<file path="config.mk">
export PLATFORM = sky130hd
export DESIGN_NAME = fifo_rd_arbiter
export DESIGN_NICKNAME = d
export VERILOG_FILES = /design/src/rtl/fifo_rd_arbiter.sv
export SDC_FILE = /design/constraint.sdc
export NUM_CORES = 1
export LEC_CHECK = 0
export CORE_MARGIN = 2
export CORE_UTILIZATION = 40
export DETAILED_ROUTE_END_ITERATION = 8
export PLACE_DENSITY = 0.65
export SETUP_SLACK_MARGIN = 0.3
export SLEW_MARGIN = 5
export SYNTH_ARGS = -nofsm -noshare
export SYNTH_HDL_FRONTEND = slang
export SYNTH_SLANG_ARGS = --single-unit
</file>
<file path="constraint.sdc">
create_clock -name r_clk -period 3.1 [get_ports r_clk]
set_input_delay 0.465 -clock r_clk [delete_from_list [all_inputs] [get_ports r_clk]]
set_output_delay 0.465 -clock r_clk [all_outputs]
set_load 0.02 [all_outputs]
</file>
<file path="src/rtl/fifo_rd_arbiter.sv">
// fifo_rd_arbiter: shares the async FIFO's show-ahead read port among NREQ
// read-domain consumers. Round-robin grant, fixed BURST words per grant,
// one-deep registered output stage tagged with owner id and last-beat flag.
//
// Ports:
//   r_clk, rst_n       read clock, async active-low reset
//   req_i[NREQ]        per-consumer level request
//   rdy_i[NREQ]        per-consumer ready (only the owner's bit matters)
//   fifo_empty_i       FIFO empty flag
//   fifo_rdata_i       FIFO head word (valid when not empty)
//   rd_rq_o            FIFO pop request (combinational)
//   gnt_o[NREQ]        registered one-hot grant
//   out_valid_o, out_data_o, out_id_o, out_last_o  registered output stage
module fifo_rd_arbiter #(
  parameter int unsigned WIDTH = 8,
  parameter int unsigned NREQ  = 4,
  parameter int unsigned BURST = 4
) (
  input  logic                     r_clk,
  input  logic                     rst_n,
  input  logic [NREQ-1:0]          req_i,
  input  logic [NREQ-1:0]          rdy_i,
  input  logic                     fifo_empty_i,
  input  logic [WIDTH-1:0]         fifo_rdata_i,
  output logic                     rd_rq_o,
  output logic [NREQ-1:0]          gnt_o,
  output logic                     out_valid_o,
  output logic [WIDTH-1:0]         out_data_o,
  output logic [$clog2(NREQ)-1:0]  out_id_o,
  output logic                     out_last_o
);

  localparam int unsigned IDW = $clog2(NREQ);
  localparam int unsigned CW  = $clog2(BURST) + 1;

  typedef enum logic [1:0] {IDLE, XFER, HOLD} state_t;

  state_t           state_q, state_d;
  logic [NREQ-1:0]  gnt_q, gnt_d;
  logic [IDW-1:0]   rr_q, rr_d;        // last granted index, doubles as current owner
  logic [CW-1:0]    cnt_q, cnt_d;
  logic             valid_q, valid_d;
  logic [WIDTH-1:0] data_q, data_d;
  logic [IDW-1:0]   id_q, id_d;
  logic             last_q, last_d;

  logic             found;
  logic [IDW-1:0]   pick;
  logic [IDW-1:0]   cand;
  logic             pop;
  logic             owner_rdy;
  logic             last_beat;

  // Round-robin search starting just after the last owner, with wrap.
  always_comb begin
    found = 1'b0;
    pick  = rr_q;
    cand  = '0;
    for (int i = 1; i <= int'(NREQ); i++) begin
      cand = IDW'((int'(rr_q) + i) % int'(NREQ));
      if (!found && req_i[cand]) begin
        found = 1'b1;
        pick  = cand;
      end
    end
  end

  assign owner_rdy = rdy_i[rr_q];
  assign last_beat = (cnt_q == CW'(BURST - 1));
  assign pop       = (state_q == XFER) && !fifo_empty_i && (!valid_q || owner_rdy);
  assign rd_rq_o   = pop;

  // Next-state and output-register logic.
  always_comb begin
    state_d = state_q;
    gnt_d   = gnt_q;
    rr_d    = rr_q;
    cnt_d   = cnt_q;
    valid_d = valid_q;
    data_d  = data_q;
    id_d    = id_q;
    last_d  = last_q;
    unique case (state_q)
      IDLE: begin
        if (found) begin
          gnt_d       = '0;
          gnt_d[pick] = 1'b1;
          rr_d        = pick;
          cnt_d       = '0;
          state_d     = XFER;
        end
      end
      XFER: begin
        if (pop) begin
          data_d  = fifo_rdata_i;
          valid_d = 1'b1;
          id_d    = rr_q;
          last_d  = last_beat;
          cnt_d   = CW'(cnt_q + CW'(1));
          if (last_beat) state_d = HOLD;
        end else if (valid_q && owner_rdy) begin
          valid_d = 1'b0;
        end
      end
      HOLD: begin
        if (owner_rdy) begin
          valid_d = 1'b0;
          last_d  = 1'b0;
          gnt_d   = '0;
          state_d = IDLE;
        end
      end
      default: state_d = IDLE;
    endcase
  end

  // State register; async reset leaves rr on NREQ-1 so index 0 wins first.
  always_ff @(posedge r_clk or negedge rst_n) begin
    if (!rst_n) begin
      state_q <= IDLE;
      gnt_q   <= '0;
      rr_q    <= IDW'(NREQ - 1);
      cnt_q   <= '0;
      valid_q <= 1'b0;
      data_q  <= '0;
      id_q    <= '0;
      last_q  <= 1'b0;
    end else begin
      state_q <= state_d;
      gnt_q   <= gnt_d;
      rr_q    <= rr_d;
      cnt_q   <= cnt_d;
      valid_q <= valid_d;
      data_q  <= data_d;
      id_q    <= id_d;
      last_q  <= last_d;
    end
  end

  assign gnt_o       = gnt_q;
  assign out_valid_o = valid_q;
  assign out_data_o  = data_q;
  assign out_id_o    = id_q;
  assign out_last_o  = last_q;

endmodule

</file>
# Word-level counts from Yosys, hierarchy flattened
# Index checks and enable logic that the tools add are counted.
# word_totals
in_bits	19
wordCells	89
output_inout_bits	17
ff_bits	23
# op_classes
add_sub_neg	5
eq_ne	8
reduce_logical	24
order_cmp	7
muxes	37
# op_table
op	count
$lt 2x3->1 const B	6
$mux 2	8
$mux 1	14
$reduce_and 3->1	4
$bmux 1 s2	5
$mux 4	2
$ne 2x2->1 const B	4
$pmux 4 s2	1
$logic_and 1x1->1	7
$mux 3	2
$pmux 2 s3	1
$pmux 3 s2	1
$reduce_bool 2->1	3
$logic_not 1->1	5
$add 2x1->2 const B	2
$add 2x2->2 const B	2
$pmux 1 s2	2
$reduce_and 2->1	2
$reduce_and 4->1	1
$add 3x1->3 const B	1
$eq 3x2->1 const B	1
$ne 3x2->1 const B	1
$demux 1 s2	1
$eq 2x1->1 const B	1
4 further kinds	4

# Depth between registers and ports, before layout
# Gate-level depths: netlist of run 1.
# depth
word_depth	19
depth_mapped	6
depth_no_buf	6

# Least setup slack after synthesis of run 1
# OpenSTA, ideal clock, no wires.
# synth_path
path_type	flip-flop to output port
startpoint	register rr_q[0]
endpoint	output port rd_rq_o
arrival_ps	1671
n_path_buf	1
stages_incl_launch_ff	6
required_ps	2635
slack_ps	964
cell_sequence	dfstp_2 > mux4_2 > o21a_4 > nand2_4 > buf_12 > inv_1
# synth_between
elab_chain_len	4
# synth_lines
element	line	text
from (decl)	40	logic [IDW-1:0] rr_q, rr_d;
from (signal assigned)	122	rr_q <= IDW'(NREQ - 1);
from (signal assigned)	131	rr_q <= rr_d;
$bmux 1 s2	68	assign owner_rdy = rdy_i[rr_q];
$mux 1 (implied by the code)	68	
$logic_or 1x1->1	70	assign pop = (state_q == XFER) && !fifo_empty_i && (!valid_q || owner_rdy);
$logic_and 1x1->1	70	
to (decl)	25	output logic rd_rq_o,
# No other way between the ends. The select of a mux whose other input is x is not followed.

# Worst setup path after layout of run 1
# Same ends and word-level chain as after synthesis.

==> impl_metrics.csv, run 1 <==
group,metric,value,unit
synthesis,synth_ff_type,"dfrtp_1",
setup_path,crit_arrival,2.11,ns
power_and_ir_drop,vdd_drop_max,0.0004285,V
place,place_area,0.001680,mm^2
setup_path,startpoint_type,"flip-flop",
drt,dr.pass1.iters,4,
clock_network,cts-root-buf,"clkbuf_4",
flow_run,maxCapViolations,0,
global_routing,track_usage,16.37,%
cells_and_area,layout-drive-gt1-share,17.88,%
timing,final_hold_viol_count,0,
timing,finalMaxSlewViolations,0,
synthesis,syn_area,0.001289,mm^2
die,die_y,60.76,um
run_status,outcome,"finished, final reports clean",
die,die_x,60.76,um
drt,detail-route-antenna-nets,0,
cells_and_area,fillers,292,
clock_network,cts_max_path_buffers,2,
cells_and_area,num_antenna_cells,0,
timing,hold_ws,0.5106,ns
cells_and_area,fin_nets,177,
timing,max_slew_margin,33.77,%
setup_path,regToRegSetupSlack,0.98,ns
timing,max_clock_freq,388.7,MHz
hold_path,min_from,"cnt_q[2]",
hold_path,hp-class,"reg -> reg",
clock_network,holdBufCountCts,0,
die,start_util,42.21,%
power_and_ir_drop,p_seq_share,33.2,%
clock_network,cts_tree,"done",
synthesis,ys_types,41,
drt,post_drt_wl_per_cell,13.96,um
setup_path,cp_cell_sequence,"mux4_2 -> o21a_4 -> nand2_4 -> inv_1 -> dlygate4sd2_1",
cells_and_area,fin_area,0.001713,mm^2
synthesis,syn_inst,112,
cells_and_area,multi_input_area,640.6,um^2
clock_network,path_clk_slew,0.13,ns
die,design.core.area,0.003053,mm^2
cells_and_area,final_cells,195,
power_and_ir_drop,p_leak,0.7788,nW
global_routing,grt_max_degree,23,
drt,viasPerCell,5.185,
synthesis,synth_nets,137,
setup_path,crit_path_start,"rr_q[0]",
drt,drc_errors,0,
setup_path,regToRegStartpoint,"rr_q[0]",
timing,finalSetupViolations,0,
power_and_ir_drop,power_frac_comb,58.2,%
setup_path,critPathBufInv,2,
power_and_ir_drop,p_switching,633.2,uW
place,gp_congestion,0.8240,
timing,worst_slew_pin_slew,0.9903,ns
timing,fin_skew,0.004807,ns
clock_network,cts_sinks,23,
die,io_pins,36,
setup_path,critPathTopFamily,"flip-flops",
die,dieArea,0.003692,mm^2
setup_path,cp_data_required_time,2.63,ns
clock_network,clkLatencyLatePin,0.31,ns
cells_and_area,final_common_cell,"clkdlybuf4s50_1",
power_and_ir_drop,pwr-share-clk,8.6,%
cells_and_area,final_cell_mix,"clkdlybuf4s50_1, dfrtp_1, inv_1, mux2_4, nand2_1",
timing,period_minus_slack,2.573,ns
synthesis,synthArstFlopShare,100.0,%
place,io_buffers,35,
setup_path,critPathKind,"reg -> out",
timing,rsz0062_at_grt,"no",
setup_path,worst-path-max-fanout,7,
synthesis,yosysWarnings,0,
die,num_rows,20,
synthesis,synth_seq_cells,23,
place,hpwl,2.091,mm
global_routing,grt_overflow,0,
drt,via_count,1011,
drt,drt-total-wl,2.722,mm
clock_network,cts_made_buffers,3,
power_and_ir_drop,p_int,980.7,uW
global_routing,grt_pass1_vias,1033,
drt,drt_iter0_markers,27,
power_and_ir_drop,swShare,39.23,%
setup_path,max_stage_delay,0.60,ns
synthesis,ys_seq_area_share,44.85,%
cells_and_area,regArea,578.1,um^2
place,placedCellCount,190,
synthesis,synth_edf_count,0,
synthesis,syn_area_per_cell,11.51,um^2
timing,fin_setup_tns,0,ns
power_and_ir_drop,report.power.total,1.614,mW
power_and_ir_drop,power.density,942.2,mW/mm^2
global_routing,grt_pass1_wl,4.595,mm
clock_network,htree_levels,1,
setup_path,crit_path_end_kind,"primary output",
global_routing,antenna_found_initial,0,
cells_and_area,areaGrowthSynthToFinish,32.91,%
setup_path,cpMaxStageDelayCell,"dfstp_2",
timing,fin_crit_sh,83.00,%
[logic make-up (layout without fill, tap and decap cells)]
family                   count (synthesis)  in the layout  synth area share (%)
adder cells (fa/ha/maj)                  6              6                 5.825
AO/OA/AOI/OAI                           25             25                 14.85
multiplexers                            14             14                 15.63
flip-flops                              23             23                 44.85
AND/OR/NAND/NOR                         30             30                 13.40
buffers and inverters                   14             53                 5.436
[power by group through the flow]
stage                     sequential (mW)  combinational (mW)  clock [mW]
after detailed placement            0.544               0.931           0
final                               0.536               0.940       0.138
after floorplan                     0.636               0.523           0
after CTS                           0.536               0.945       0.144
after global placement              0.535               0.921           0
after global routing                0.555                1.02       0.159
[metrics by stage]
stage	worst slack (ns)	utilization, %
after global placement	0.3207	55.04
after detailed placement	0.3032	55.04
after CTS	0.4965	56.11
after global routing	0.4236	56.11
after floorplan	0.9638	-
final	0.5271	56.11
[flip-flops by register name, indices dropped and copies added (netlist names)]
signal       cells
rr_q             2
out_data_o       8
out_last_o       1
out_id_o         2
out_valid_o      1
state_q          2
cnt_q            3
gnt_o            4
[worst reg2reg max path: cells and delay by family, from the launching register on]
kind	cells	cell delay (ns)
DFF	1	0.60
and+or+nand+nor	1	0.07
muxes	2	0.89
buffers and inverters	1	0.22
AOI/OAI and AO/OA	1	0.24
[final timing paths]
| kind | to | cells after the start |
|---|---|---|
| min in group asynchronous | out_data_o[2] | 1 |
| worst max register to register | out_data_o[4] | 5 |
| worst min register to register | cnt_q[2] | 2 |
| worst min-delay path | cnt_q[2] | 2 |
| worst max-delay path | rd_rq_o | 5 |
| max in group asynchronous | rr_q[0] | 2 |
[synthesized netlist by cell type (all sizes together) (2+ instances only)]
cell	count	area share (%)
a21oi	3	1.2
a32o	4	3.1
buf	2	1.9
dfrtp	21	41
dfstp	2	4.1
ha	6	5.8
inv	11	3.2
mux2	12	13
nand2	9	3.2
nand2b	2	0.97
nand3	4	1.6
nand4b	2	1.4
nor2	5	1.5
o21ai	7	2.7
or2	2	1.2
[routing by layer]
| metal | share of wire (%) | routed length (um) | vias to the layer above | track usage (%) |
|---|---|---|---|---|
| li1 | - | - | 483 | - |
| met1 | 46 | 1241 | 482 | 22.33 |
| met2 | 48 | 1297 | 41 | 26.57 |
| met3 | 5.5 | 150 | 5 | 2.345 |
| met4 | 1.2 | 32 | 0 | 5.901 |
| met5 | 0 | 0 | - | 0 |
[what timing repair did]
item / CTS / global route
buffers inserted: 1 / 0
resized for setup: 1 / 0
endpoints found under the setup margin: 1 / 0
[cell type report]
class / count / area share, %
inverters: 11 / 2.411
flip-flops and latches: 23 / 33.75
repair buffers: 38 / 21.69
well taps: 44 / 3.214
clock buffers: 4 / 1.534
multi-input cells: 75 / 37.40
(Power assumes the default switching activity.)
==> run 2: changes to the inputs <==
PLACE_DENSITY = 0.67   (was 0.65)
clock period = 2.2 ns   (was 3.1 ns; I/O delays follow)
==> impl_metrics.csv, run 2 (synthesized netlist as in run 1, its figures left out) <==
group,metric,value,unit
clock_network,cts_max_path_buffers,2,
setup_path,rr_endpoint,"state_q[0]",
drt,drt_iter0_markers,35,
timing,rsz0062_at_grt,"yes",
setup_path,crit_arrival,1.85,ns
run_status,outcome,"finished, final reports clean",
timing,finalSetupViolations,0,
clock_network,cts-root-buf,"clkbuf_4",
die,io_pins,36,
global_routing,grt_pass1_vias,1058,
setup_path,regToRegSetupSlack,0.03,ns
cells_and_area,layout-drive-gt1-share,28.40,%
timing,worst_slack,0.01718,ns
flow_run,maxCapViolations,0,
drt,drt-total-wl,2.727,mm
drt,detail-route-antenna-nets,0,
die,die_x,60.76,um
cells_and_area,areaGrowthSynthToFinish,42.91,%
drt,drc_errors,0,
place,placedCellCount,199,
hold_path,hp-class,"in -> async",
clock_network,cts_tree,"done",
global_routing,grt_use_met3,3.625,%
place,preCtsSetupSlack,-0.2030,ns
timing,max_clock_freq,458.1,MHz
place,io_buffers,35,
timing,fin_skew,0.006760,ns
die,num_rows,20,
timing,fin_crit_sh,99.22,%
setup_path,critPathKind,"reg -> out",
cells_and_area,final_common_cell,"clkdlybuf4s50_1",
cells_and_area,largest_reg_flops,8,
drt,via_count,1041,
place,gp_congestion,0.8238,
setup_path,startpoint_type,"flip-flop",
clock_network,holdBufCountCts,0,
die,design.core.area,0.003053,mm^2
setup_path,reg2reg_depth,7,
setup_path,regToRegStartpoint,"rr_q[0]",
global_routing,track_usage,16.23,%
power_and_ir_drop,power.density,1315,mW/mm^2
clock_network,clkLatencyLatePin,0.31,ns
global_routing,grt_max_degree,16,
die,die_y,60.76,um
cells_and_area,fin_nets,188,
global_routing,grt_use_met2,27.34,%
power_and_ir_drop,p_leak,0.8421,nW
cells_and_area,num_antenna_cells,0,
global_routing,top_usage_layer,"met2",
place,place_area,0.001748,mm^2
timing,finalMaxSlewViolations,0,
timing,final_hold_viol_count,0,
drt,dr.pass1.iters,3,
global_routing,grt_overflow,0,
power_and_ir_drop,vdd_drop_max,0.0005656,V
timing,fin_setup_tns,0,ns
setup_path,crit_path_end_kind,"primary output",
global_routing,grt_pass1_wl,4.526,mm
clock_network,cts_made_buffers,3,
timing,period_minus_slack,2.183,ns
setup_path,worst-path-max-fanout,2,
global_routing,antenna_found_initial,0,
cells_and_area,fin_area,0.001842,mm^2
clock_network,path_clk_slew,0.13,ns
drt,post_drt_wl_per_cell,13.24,um
die,dieArea,0.003692,mm^2
cells_and_area,final_cells,206,
timing,max_slew_margin,72.90,%
clock_network,cts_sinks,23,
place,hpwl,2.125,mm
clock_network,htree_levels,1,
die,start_util,42.21,%
drt,viasPerCell,5.053,
cells_and_area,final_cell_mix,"clkdlybuf4s50_1, dfrtp_1, buf_4, inv_1, mux2_4",
setup_path,cp_data_required_time,1.87,ns
timing,worst_slew_pin_slew,0.4052,ns
global_routing,grt.met1_usage,20.93,%
==> run 2: cell types whose count changed in the layout (fill, tap and decap cells not counted), sizes merged <==
cell | before | now
buf | 3 | 15
clkbuf | 4 | 3
clkinv | 0 | 1
dlygate4sd2 | 1 | 0
==> run 2: layout make-up <==
class,instances,area (um^2)
Fill cell,264,1211
Multi-Input combinational cell,75,675.6
Sequential cell,23,578.1
Timing Repair Buffer,49,464.2
Tap cell,44,55.05
Inverter,11,41.29
Clock buffer,3,22.52
Clock inverter,1,5.005
==> run 2: metal layers <==
| metal | share of wire [%] | up-vias |
|---|---|---|
| met5 | 0 | - |
| met4 | 0.26 | 0 |
| met3 | 5.9 | 2 |
| met2 | 48 | 32 |
| met1 | 46 | 503 |
| li1 | - | 504 |
==> run 2: repair_timing <==
item	CTS	global route
setup buffers	1	2
resized for setup	13	4
pin swaps	6	4
gates cloned	0	0
setup endpoints to repair	13	20
==> run 2: through the flow <==
stage	hold WS (ns)	util, %	total power [mW]
2_1_floorplan	0.03441	-	1.633
3_3_place_gp	0.4759	57.25	2.121
3_5_place_dp	0.4740	57.25	2.141
4_1_cts	0.3051	59.18	2.390
5_1_grt	0.3059	60.33	2.600
6_report	0.2929	60.33	2.422
==> run 2: power breakdown <==
group | leakage (nW) | internal, mW | switching (mW) | total, mW
registers | 0.284 | 0.623 | 0.114 | 0.737
logic | 0.541 | 0.796 | 0.695 | 1.49
clock network | 0.0177 | 0.0680 | 0.127 | 0.195
total | 0.842 | 1.49 | 0.935 | 2.42
==> run 2: worst max-delay path by stage <==
| stage | startpoint | endpoint |
|---|---|---|
| after floorplan | rr_q[0] | rd_rq_o |
| after global placement | rdy_i[3] | rd_rq_o |
| after detailed placement | rdy_i[0] | rd_rq_o |
| after CTS | rr_q[0] | rd_rq_o |
| after global routing | rr_q[0] | rd_rq_o |
| final | rr_q[0] | rd_rq_o |
==> run 2: worst max-delay path: stages, from the launching register on <==
cell and delay, ns:
dfstp_2 0.57, mux4_2 0.53, o21a_4 0.22, nand2_4 0.06, inv_2 0.04, buf_6 0.12
